## src/rtl/mux_arbiter.sv

```systemverilog
// Round-robin owner of a shared 2:1 mux; caps each grant at MAX_BURST accepted beats.
// Latency: grant, sel and beat_cnt are registered, so a request is granted one cycle after it is seen.
// Backpressure: out_ready low freezes beat_cnt and holds the grant for as long as the owner keeps requesting.
module mux_arbiter #(
    parameter int MAX_BURST = 4,
    parameter int CNT_W     = $clog2(MAX_BURST + 1)
) (
    input  logic             clk,
    input  logic             rst,
    input  logic             req_a,
    input  logic             req_b,
    input  logic             out_ready,
    output logic             grant_a,
    output logic             grant_b,
    output logic             sel,
    output logic             out_valid,
    output logic [CNT_W-1:0] beat_cnt,
    output logic             busy
);

    typedef enum logic [1:0] {IDLE, GNT_A, GNT_B} state_t;

    localparam logic [CNT_W-1:0] LAST_BEAT = CNT_W'(MAX_BURST - 1);

    state_t state;
    logic   prio;          // 0 favours A, 1 favours B when both request from IDLE
    logic   own_side;
    logic   own_req;
    logic   oth_req;
    logic   beat;
    logic   rel_now;
    logic   do_grant;
    logic   grant_side;    // 0 = A, 1 = B
    logic   go_idle;

    assign busy      = (state != IDLE);
    assign out_valid = (grant_a & req_a) | (grant_b & req_b);
    assign beat      = out_valid & out_ready;

    always_comb begin
        own_side   = (state == GNT_B);
        own_req    = own_side ? req_b : req_a;
        oth_req    = own_side ? req_a : req_b;
        rel_now    = busy & (~own_req | (beat & (beat_cnt == LAST_BEAT)));
        do_grant   = 1'b0;
        grant_side = 1'b0;
        go_idle    = 1'b0;
        if (!busy) begin
            do_grant   = req_a | req_b;
            grant_side = req_b & (~req_a | prio);
        end else if (rel_now) begin
            // Hand over to the waiting side first; re-grant only if nobody else wants it.
            if (oth_req) begin
                do_grant   = 1'b1;
                grant_side = ~own_side;
            end else if (own_req) begin
                do_grant   = 1'b1;
                grant_side = own_side;
            end else begin
                go_idle = 1'b1;
            end
        end
    end

    always_ff @(posedge clk or posedge rst) begin
        if (rst) begin
            state    <= IDLE;
            grant_a  <= 1'b0;
            grant_b  <= 1'b0;
            sel      <= 1'b0;
            beat_cnt <= '0;
            prio     <= 1'b0;
        end else if (do_grant) begin
            state    <= grant_side ? GNT_B : GNT_A;
            grant_a  <= ~grant_side;
            grant_b  <= grant_side;
            sel      <= grant_side;
            beat_cnt <= '0;
            prio     <= ~grant_side;
        end else if (go_idle) begin
            state    <= IDLE;
            grant_a  <= 1'b0;
            grant_b  <= 1'b0;
            beat_cnt <= '0;
        end else if (beat) begin
            beat_cnt <= beat_cnt + 1'b1;
        end
    end

endmodule

```

## config.mk

```make
export PLATFORM = sky130hd
export DESIGN_NAME = mux_arbiter
export DESIGN_NICKNAME = d
export VERILOG_FILES = /design/src/rtl/mux_arbiter.sv
export SDC_FILE = /design/constraint.sdc
export NUM_CORES = 1
export LEC_CHECK = 0
export ABC_AREA = 1
export BUFFER_PORTS_ARGS = -buffer_cell sky130_fd_sc_hd__buf_2
export CAP_MARGIN = 5
export CORE_AREA = 2 2 39 41
export CTS_BUF_LIST = sky130_fd_sc_hd__clkbuf_4 sky130_fd_sc_hd__clkbuf_8
export DETAILED_ROUTE_END_ITERATION = 6
export DIE_AREA = 0 0 41 43
export SYNTH_ARGS = -nofsm -noshare
export SYNTH_HDL_FRONTEND = slang
export SYNTH_SLANG_ARGS = --single-unit
```

## constraint.sdc

```tcl
create_clock -name clk -period 1.6 [get_ports clk]
set_clock_uncertainty 0.15 [all_clocks]
set_input_delay 0.08 -clock clk [delete_from_list [all_inputs] [get_ports clk]]
set_output_delay 0.08 -clock clk [all_outputs]
set_load 0.005 [all_outputs]
```

# After elaboration in Yosys (flattened, before gate mapping)
# Cells that the tools add are included.
[totals]
memories = 0
out_inout_bits = 8
latchBits = 0
mem_bits_rw = 0
ff_bits = 9
romBits = 0
[op_classes]
div = 0
add_sub_neg = 1
magnitude_cmp = 0
bitwise = 14
muxes = 23
mul = 0
eq_ne = 2
shifts = 0
reduce_logical = 3
[op_table]
columns = ["cell", "n"]
rows = [
  ["$mux 1", 17],
  ["$mux 3", 3],
  ["$and 1x1->1", 6],
  ["$mux 2", 3],
  ["$not 1->1", 4],
  ["$or 1x1->1", 4],
  ["$reduce_bool 2->1", 2],
  ["$add 3x1->3 const B", 1],
  ["$eq 3x2->1 const B", 1],
  ["$reduce_bool 3->1", 1],
  ["$eq 2x2->1 const B", 1],
]

# Longest topological paths before layout
# Gate-level depths: netlist (run 1).
[logic_depth]
word_depth = 10
ltp_mapped = 10
mapped_depth_nobuf = 10

# Worst setup path after synthesis (run 1)
# OpenSTA, ideal clock, no wires.
[synth_timing]
path_kind = "reg-to-reg"
start = "register beat_cnt[0]"
end = "register grant_b"
synth_period_minus_slack_ns = 1.429
slack_ns = 0.171
path_stages_with_launch = 8
path_buffers = 0
arrival_time_ns = 1.163
setup_ns = 0.116
cell_sequence = "dfrtp_1 > ha_1 > ha_1 > nand3_2 > nand2_2 > nand3_2 > and2_4 > nand2_2"
[synth_via]
elab_chain_len = 7
[synth_lines]
columns = ["item", "line_no", "rtl"]
rows = [
  ["start, declared", "17", "output logic [CNT_W-1:0] beat_cnt,"],
  ["start signal, assigned", "86", "beat_cnt <= beat_cnt + 1'b1;"],
  ["$eq 3x2->1 (*)", "44", "rel_now = busy & (~own_req | (beat & (beat_cnt == LAST_BEAT)));"],
  ["$and 1x1->1 (*)", "44", ""],
  ["$or 1x1->1 (*)", "44", ""],
  ["$and 1x1->1 (*)", "44", ""],
  ["$mux 1", "51", "end else if (rel_now) begin"],
  ["$mux 1", "48", "if (!busy) begin"],
  ["$mux 1 or $reduce_bool 2->1 (tied branches)", "--", ""],
  ["end signal, assigned", "76", "grant_b <= grant_side;"],
  ["end, declared", "14", "output logic grant_b,"],
]
# Every way passes the cells marked *; elsewhere a longest branch is shown, timed or not.
# A chain may end at the register's enable or synchronous reset.

# Worst setup path after layout (run 1)
[layout_timing]
start = "register beat_cnt[0]"
end = "register prio"
[layout_via]
elab_chain_len = 7
[layout_lines]
columns = ["item", "line_no", "rtl"]
rows = [
  ["$eq 3x2->1 (*)", "44", ""],
  ["$and 1x1->1 (*)", "44", ""],
  ["$or 1x1->1 (*)", "44", ""],
  ["$and 1x1->1 (*)", "44", ""],
  ["$mux 1", "51", ""],
  ["$mux 1", "48", ""],
  ["$not 1->1", "79", "prio <= ~grant_side;"],
  ["end signal, assigned", "79", ""],
  ["end, declared", "26", "logic prio;"],
]
# Marked as above.

==> flow_metrics.env, run 1 <==
export IMPL_outcome="finished, final reports clean"
export IMPL_antenna_left=0
export IMPL_grt_pass1_wl_um=1320
export IMPL_grt_setup_unrepaired="no"
export IMPL_maxCapViolations=0
export IMPL_syn_area_um2=452
export IMPL_min_path_cells=4
export IMPL_critical_path_required_ns=1.58
export IMPL_synth_cell_type_count=18
export IMPL_syn_inst=57
export IMPL_critical_path_class="flip-flop to flip-flop"
export IMPL_p_per_area_nw_per_um2=1610
export IMPL_drive_above_1_share_pct=41.3
export IMPL_avgRoutedWirePerCell_um=9.10
export IMPL_diodes=0
export IMPL_path_buf_inv=1
export IMPL_crit_fanout=3
export IMPL_drc=0
export IMPL_numClockSinks=7
export IMPL_cts_resized=0
export IMPL_startpoint_type="flip-flop"
export IMPL_power_mw=0.935
export IMPL_setup_worst_path_end_class="flip-flop"
export IMPL_fin_crit_ns=1.50
export IMPL_finalSetupTns_ns=0
export IMPL_wirelength_um=828
export IMPL_place_congestion=0.655
export IMPL_min_period_over_period_pct=93.5
export IMPL_synth_top_cell_area_share_pct=38.8
export IMPL_grt_pass1_vias=361
export IMPL_setup_ws_ns=0.105
export IMPL_antenna_found_initial=0
export IMPL_firstDrtPassIters=4
export IMPL_design_area_um2=582
export IMPL_grtUsageTotal_pct=11.5
export IMPL_fillers=146
export IMPL_crit_slowest_cell="dfrtp_1"
export IMPL_dp_final_hpwl_um=692
export IMPL_nets=83
export IMPL_critical_path_depth=8
export IMPL_path_cells="ha_1, ha_1, nand3_2, nand3_1, nand2_2, inv_2, nand3_2, nand2_1"
export IMPL_synthTopCellsByArea="dfrtp_1, nand2_1, nand2_2"
export IMPL_max_slew_margin_rel_pct=81.9
export IMPL_vias=406
export IMPL_syn_nets=64
export IMPL_hp_class="primary input to flip-flop"
export IMPL_core_rowCount=14
export IMPL_worstMarginPinSlew_ns=0.272
export IMPL_cts_tree="done"
export IMPL_fmax_mhz=669
export IMPL_leakage_nw=0.318
export IMPL_clockBufferDepth=2
export IMPL_post_cts_buffers=0
export IMPL_drt_iter0_markers=6
export IMPL_synth_seq_cells=7
export IMPL_dpl_instance_area_um2=532
export IMPL_critPathMaxStageDelay_ns=0.40
export IMPL_core_area_um2=1380
export IMPL_grt_max_degree=8
export IMPL_grt_overflow_total=0
export IMPL_cts_root_buffer_cell="clkbuf_4"
export IMPL_htreeDepth=1
export IMPL_drv_slew=0
export IMPL_top_level_ports=13
export IMPL_vias_per_cell=4.46
export IMPL_fp_dieW_um=41
export IMPL_die_h_um=43
export IMPL_synthToLayoutAreaGrowth_pct=28.8
export IMPL_start_util_pct=32.6
export IMPL_die_area_um2=1760
export IMPL_setup_viol=0
export IMPL_cp_top_family="flip-flops"
export IMPL_cts_made_buffers=3
export IMPL_peakVddDrop_mv=0.509
export IMPL_place_ws_ns=0.109
export IMPL_avgSynthCellArea_um2=7.92
export IMPL_reg2regPathDepth=8
export IMPL_cp_data_arrival_time_ns=1.48
export IMPL_post_route_util_pct=42.0
export IMPL_netlist_top_cell_by_area="dfrtp_1"
export IMPL_io_buffers=12
export IMPL_ys_seq_area_share_pct=38.8
export IMPL_worstSkewPairLatency_ns=0.25
export IMPL_hold_viol=0
export IMPL_ys_warn_count=0
export IMPL_clk_pin_slew_ns=0.05
repair_timing:
item,CTS,global route
endpoints found under the hold margin,8,0
hold buffers,2,0
endpoints found under the setup margin,0,0
cells in the final DEF (no fill, tap or decap), drive strengths merged:
master | Yosys | routed
buf | 0 | 12
clkinv | 1 | 1
and2 | 1 | 1
inv | 9 | 9
a31oi | 1 | 1
a21oi | 2 | 2
dlygate4sd3 | 0 | 2
or2 | 1 | 1
nand2 | 20 | 20
xor2 | 1 | 1
nor2 | 4 | 4
dfrtp | 7 | 7
clkbuf | 0 | 4
ha | 2 | 2
o211ai | 1 | 1
nand3 | 7 | 7
metrics by stage:
| step | hold slack [ns] | std cells |
|---|---|---|
| floorplan | -0.267 | 57 |
| global placement | -0.126 | 85 |
| detailed placement | -0.127 | 85 |
| CTS | 0.111 | 91 |
| global route | 0.138 | 91 |
| finish | 0.116 | 91 |
power breakdown:
group          switching [mW]  internal [mW]
sequential             0.0708          0.249
combinational           0.254          0.186
clock                  0.0637          0.112
worst paths after layout:
kind                       slack (ns)           to        start
hold reg to reg                  0.34          sel          sel
hold / removal                   0.12     state[0]        req_b
min in group asynchronous        0.14     state[0]          rst
setup reg to reg                 0.10         prio  beat_cnt[0]
setup / recovery                 0.10         prio  beat_cnt[0]
max in group asynchronous        0.94  beat_cnt[1]          rst
sequential cells by signal, summed over array words and instances, names as in the netlist:
name      cells
sel           1
prio          1
beat_cnt      3
grant_b       1
state         1
worst register-to-register path, cell delays in order (launching register included):
cell     delay, ns
dfrtp_1       0.40
ha_1          0.21
ha_1          0.19
nand3_2       0.10
nand3_1       0.10
nand2_2       0.09
inv_2         0.04
nand3_2       0.05
nand2_1       0.06
routing by layer:
layer	share of wire, %	vias up	global-route usage (%)
met3	7.4	0	4.71
met1	46	181	14.2
met5	0	-	0
li1	-	212	-
met2	46	13	16.6
met4	0	0	6.00
cell usage after synthesis:
cell and n:
or2_1 1, nor2_1 4, o211ai_1 1, nand2_2 6, inv_1 6, inv_2 3
a21oi_1 1, dfrtp_1 7, nand2_4 1, xor2_1 1, a31oi_1 1, nand3_2 3
nand2_1 13, a21oi_2 1, and2_4 1, nand3_1 4, ha_1 2, clkinv_1 1
logic make-up after synthesis:
| family | synth area share [%] |
|---|---|
| flip-flops | 38.8 |
| AO/OA/AOI/OAI | 6.09 |
| adder cells (fa/ha/maj) | 5.54 |
| AND/OR/NAND/NOR | 39.3 |
| buffers and inverters | 8.31 |
| XOR/XNOR | 1.94 |
cell type report:
class / instances / area [µm²] / share of cell area, %
multi-input cells: 40 / 239 / 41.1
clock buffers: 4 / 30.0 / 5.16
repair buffers: 14 / 80.1 / 13.8
well taps: 16 / 20.0 / 3.44
inverters: 10 / 37.5 / 6.45
flip-flops and latches: 7 / 175 / 30.1
(Power assumes the default switching activity.)
==> run 2: changes to the inputs <==
--- a/config.mk
+++ b/config.mk
@@ -5,7 +5,6 @@
 export SDC_FILE = /design/constraint.sdc
 export NUM_CORES = 1
 export LEC_CHECK = 0
-export ABC_AREA = 1
 export BUFFER_PORTS_ARGS = -buffer_cell sky130_fd_sc_hd__buf_2
 export CAP_MARGIN = 5
 export CORE_AREA = 2 2 39 41
==> flow_metrics.env, run 2 <==
export IMPL_outcome="complete, but fails checks"
export IMPL_violations="setup timing"
export IMPL_ff_latch_area_um2=175
export IMPL_leakage_nw=0.318
export IMPL_grtUsageTotal_pct=13.5
export IMPL_grt_setup_unrepaired="yes"
export IMPL_peakVddDrop_mv=0.650
export IMPL_antenna_left=0
export IMPL_largest_register="beat_cnt"
export IMPL_min_period_over_period_pct=101
export IMPL_worstSkewPairLatency_ns=0.24
export IMPL_numClockSinks=7
export IMPL_setup_ws_ns=-0.0121
export IMPL_avgRoutedWirePerCell_um=12.6
export IMPL_synth_cell_type_count=23
export IMPL_grt_pass1_vias=384
export IMPL_maxCapViolations=0
export IMPL_vias=429
export IMPL_cp_top_family="compound AO/OA/AOI/OAI gates"
export IMPL_fmax_mhz=620
export IMPL_cp_data_arrival_time_ns=1.58
export IMPL_hp_class="primary input to flip-flop"
export IMPL_top_level_ports=13
export IMPL_fin_crit_ns=1.61
export IMPL_yosysMostFrequentCell="dfrtp_1"
export IMPL_synth_edf_count=0
export IMPL_largest_register_ffs=3
export IMPL_fp_dieW_um=41
export IMPL_power_mw=0.749
export IMPL_synth_top_cell_area_share_pct=43.3
export IMPL_crit_fanout=5
export IMPL_synth_seq_cells=7
export IMPL_cts_made_buffers=3
export IMPL_critical_path_class="flip-flop to flip-flop"
export IMPL_final_cell_mix="buf_2, buf_4, dfrtp_1"
export IMPL_core_area_um2=1380
export IMPL_io_buffers=12
export IMPL_startpoint_type="flip-flop"
export IMPL_place_ws_ns=-0.0767
export IMPL_path_cells="ha_2, ha_4, nand2_4, nand3_1, o221ai_1, o21ai_0"
export IMPL_critical_path_required_ns=1.57
export IMPL_synth_ff_type="dfrtp_1"
export IMPL_die_h_um=43
export IMPL_antenna_found_initial=0
export IMPL_dp_final_hpwl_um=691
export IMPL_synth_top_cells_by_count="dfrtp_1, inv_1, nand2_1, nand3_1, a21oi_1"
export IMPL_firstDrtPassIters=4
export IMPL_worstMarginPinSlew_ns=0.339
export IMPL_max_slew_margin_rel_pct=77.2
export IMPL_ys_warn_count=0
export IMPL_syn_inst=43
export IMPL_setup_worst_path_end_class="flip-flop"
export IMPL_final_common_cell="buf_2"
export IMPL_drc=0
export IMPL_setup_viol=2
export IMPL_syn_nets=50
export IMPL_multi_input_area_um2=259
export IMPL_cts_root_buffer_cell="clkbuf_4"
export IMPL_async_flop_share_pct=100
export IMPL_drt_iter0_markers=6
export IMPL_path_buf_inv=0
export IMPL_min_path_cells=3
export IMPL_critical_path_depth=6
export IMPL_p_per_area_nw_per_um2=1140
export IMPL_nets=77
export IMPL_die_area_um2=1760
export IMPL_clk_pin_slew_ns=0.05
export IMPL_avgSynthCellArea_um2=9.40
export IMPL_clockBufferDepth=2
export IMPL_post_route_util_pct=47.6
export IMPL_vias_per_cell=5.05
export IMPL_ys_seq_area_share_pct=43.3
export IMPL_htreeDepth=1
export IMPL_cts_tree="done"
export IMPL_fillers=135
export IMPL_start_util_pct=29.2
export IMPL_hold_viol=0
export IMPL_grt_pass1_wl_um=1570
export IMPL_syn_area_um2=404
export IMPL_grt_overflow_total=0
export IMPL_post_place_cells=73
export IMPL_reg2regPathDepth=6
export IMPL_critPathMaxStageDelay_ns=0.39
export IMPL_final_cells=85
export IMPL_diodes=0
export IMPL_netlist_top_cell_by_area="dfrtp_1"
export IMPL_place_congestion=0.765
export IMPL_core_rowCount=14
export IMPL_synthToLayoutAreaGrowth_pct=63.2
export IMPL_crit_slowest_cell="dfrtp_1"
export IMPL_drive_above_1_share_pct=50.7
export IMPL_wirelength_um=1070
export IMPL_synthTopCellsByArea="dfrtp_1, ha_1, nand3_1"
export IMPL_grt_max_degree=9
export IMPL_drv_slew=0
-- run 2: changes by cell type after synthesis, moves of 2 or more --
| cell | change |
|---|---|
| nor2_1 | -3 |
| nand2_1 | -9 |
| inv_2 | -3 |
| o21ai_0 | +2 |
| inv_1 | -2 |
| clkbuf_2 | +2 |
| a21oi_1 | +2 |
| nand2_2 | -6 |
| nand3_2 | -3 |
-- run 2: worst register-to-register path: cells and delay by family (launching register included) --
family	cells	cell delay [ns]
fa+ha+maj	2	0.35
compound gates	2	0.42
simple gates	2	0.17
flops	1	0.39
-- run 2: cell type report --
| type | instances | area share, % |
|---|---|---|
| repair buffers | 24 | 24.3 |
| flip-flops and latches | 7 | 26.6 |
| well taps | 16 | 3.04 |
| clock buffers | 4 | 4.55 |
| multi-input cells | 30 | 39.3 |
| inverters | 4 | 2.28 |
-- run 2: per-layer routing --
| layer | global-route usage [%] | wire [µm] | part of all wire, % |
|---|---|---|---|
| met3 | 6.28 | 47 | 4.4 |
| met5 | 0 | 0 | 0 |
| met4 | 4.00 | 0 | 0 |
| met2 | 19.4 | 534 | 50 |
| met1 | 17.6 | 487 | 46 |
-- run 2: logic make-up (layout without fill, tap and decap cells) --
kind of cell	after synthesis	count (layout)	synth area share [%]
and+or+nand+nor	12	12	15.2
adders and majority gates	2	2	6.19
xor gates and xnor gates	1	1	2.17
DFF	7	7	43.3
buffers and inverters	6	32	6.19
AOI/OAI and AO/OA	15	15	26.9
-- run 2: timing repair --
item | CTS | global route
setup buffers | 2 | 2
hold buffers | 4 | 0
hold endpoints to repair | 9 | 0
gates resized for setup | 5 | 4
pin swaps | 6 | 4
setup endpoints to repair | 4 | 6
-- run 2: power by group --
group	internal (mW)	switching [mW]
combinational	0.167	0.155
clock	0.112	0.0594
sequential	0.223	0.0335
-- run 2: stage by stage --
stage | hold slack (ns) | TNS [ns] | area [µm²]
after CTS | 0.0515 | -0.0107 | 623
after global placement | -0.120 | -0.148 | 512
after floorplan | -0.267 | 0 | 412
final | 0.0684 | -0.0194 | 659
after detailed placement | -0.126 | -0.169 | 512
after global routing | 0.0806 | -0.300 | 659
-- run 2: worst paths after layout --
path,start,to,slack [ns]
min,req_a,grant_b,0.07
max reg2reg,beat_cnt[1],state[0],-0.01
max in group asynchronous,rst,beat_cnt[2],0.93
min in group asynchronous,rst,prio,0.15
min reg2reg,sel,sel,0.34
max,beat_cnt[1],state[0],-0.01
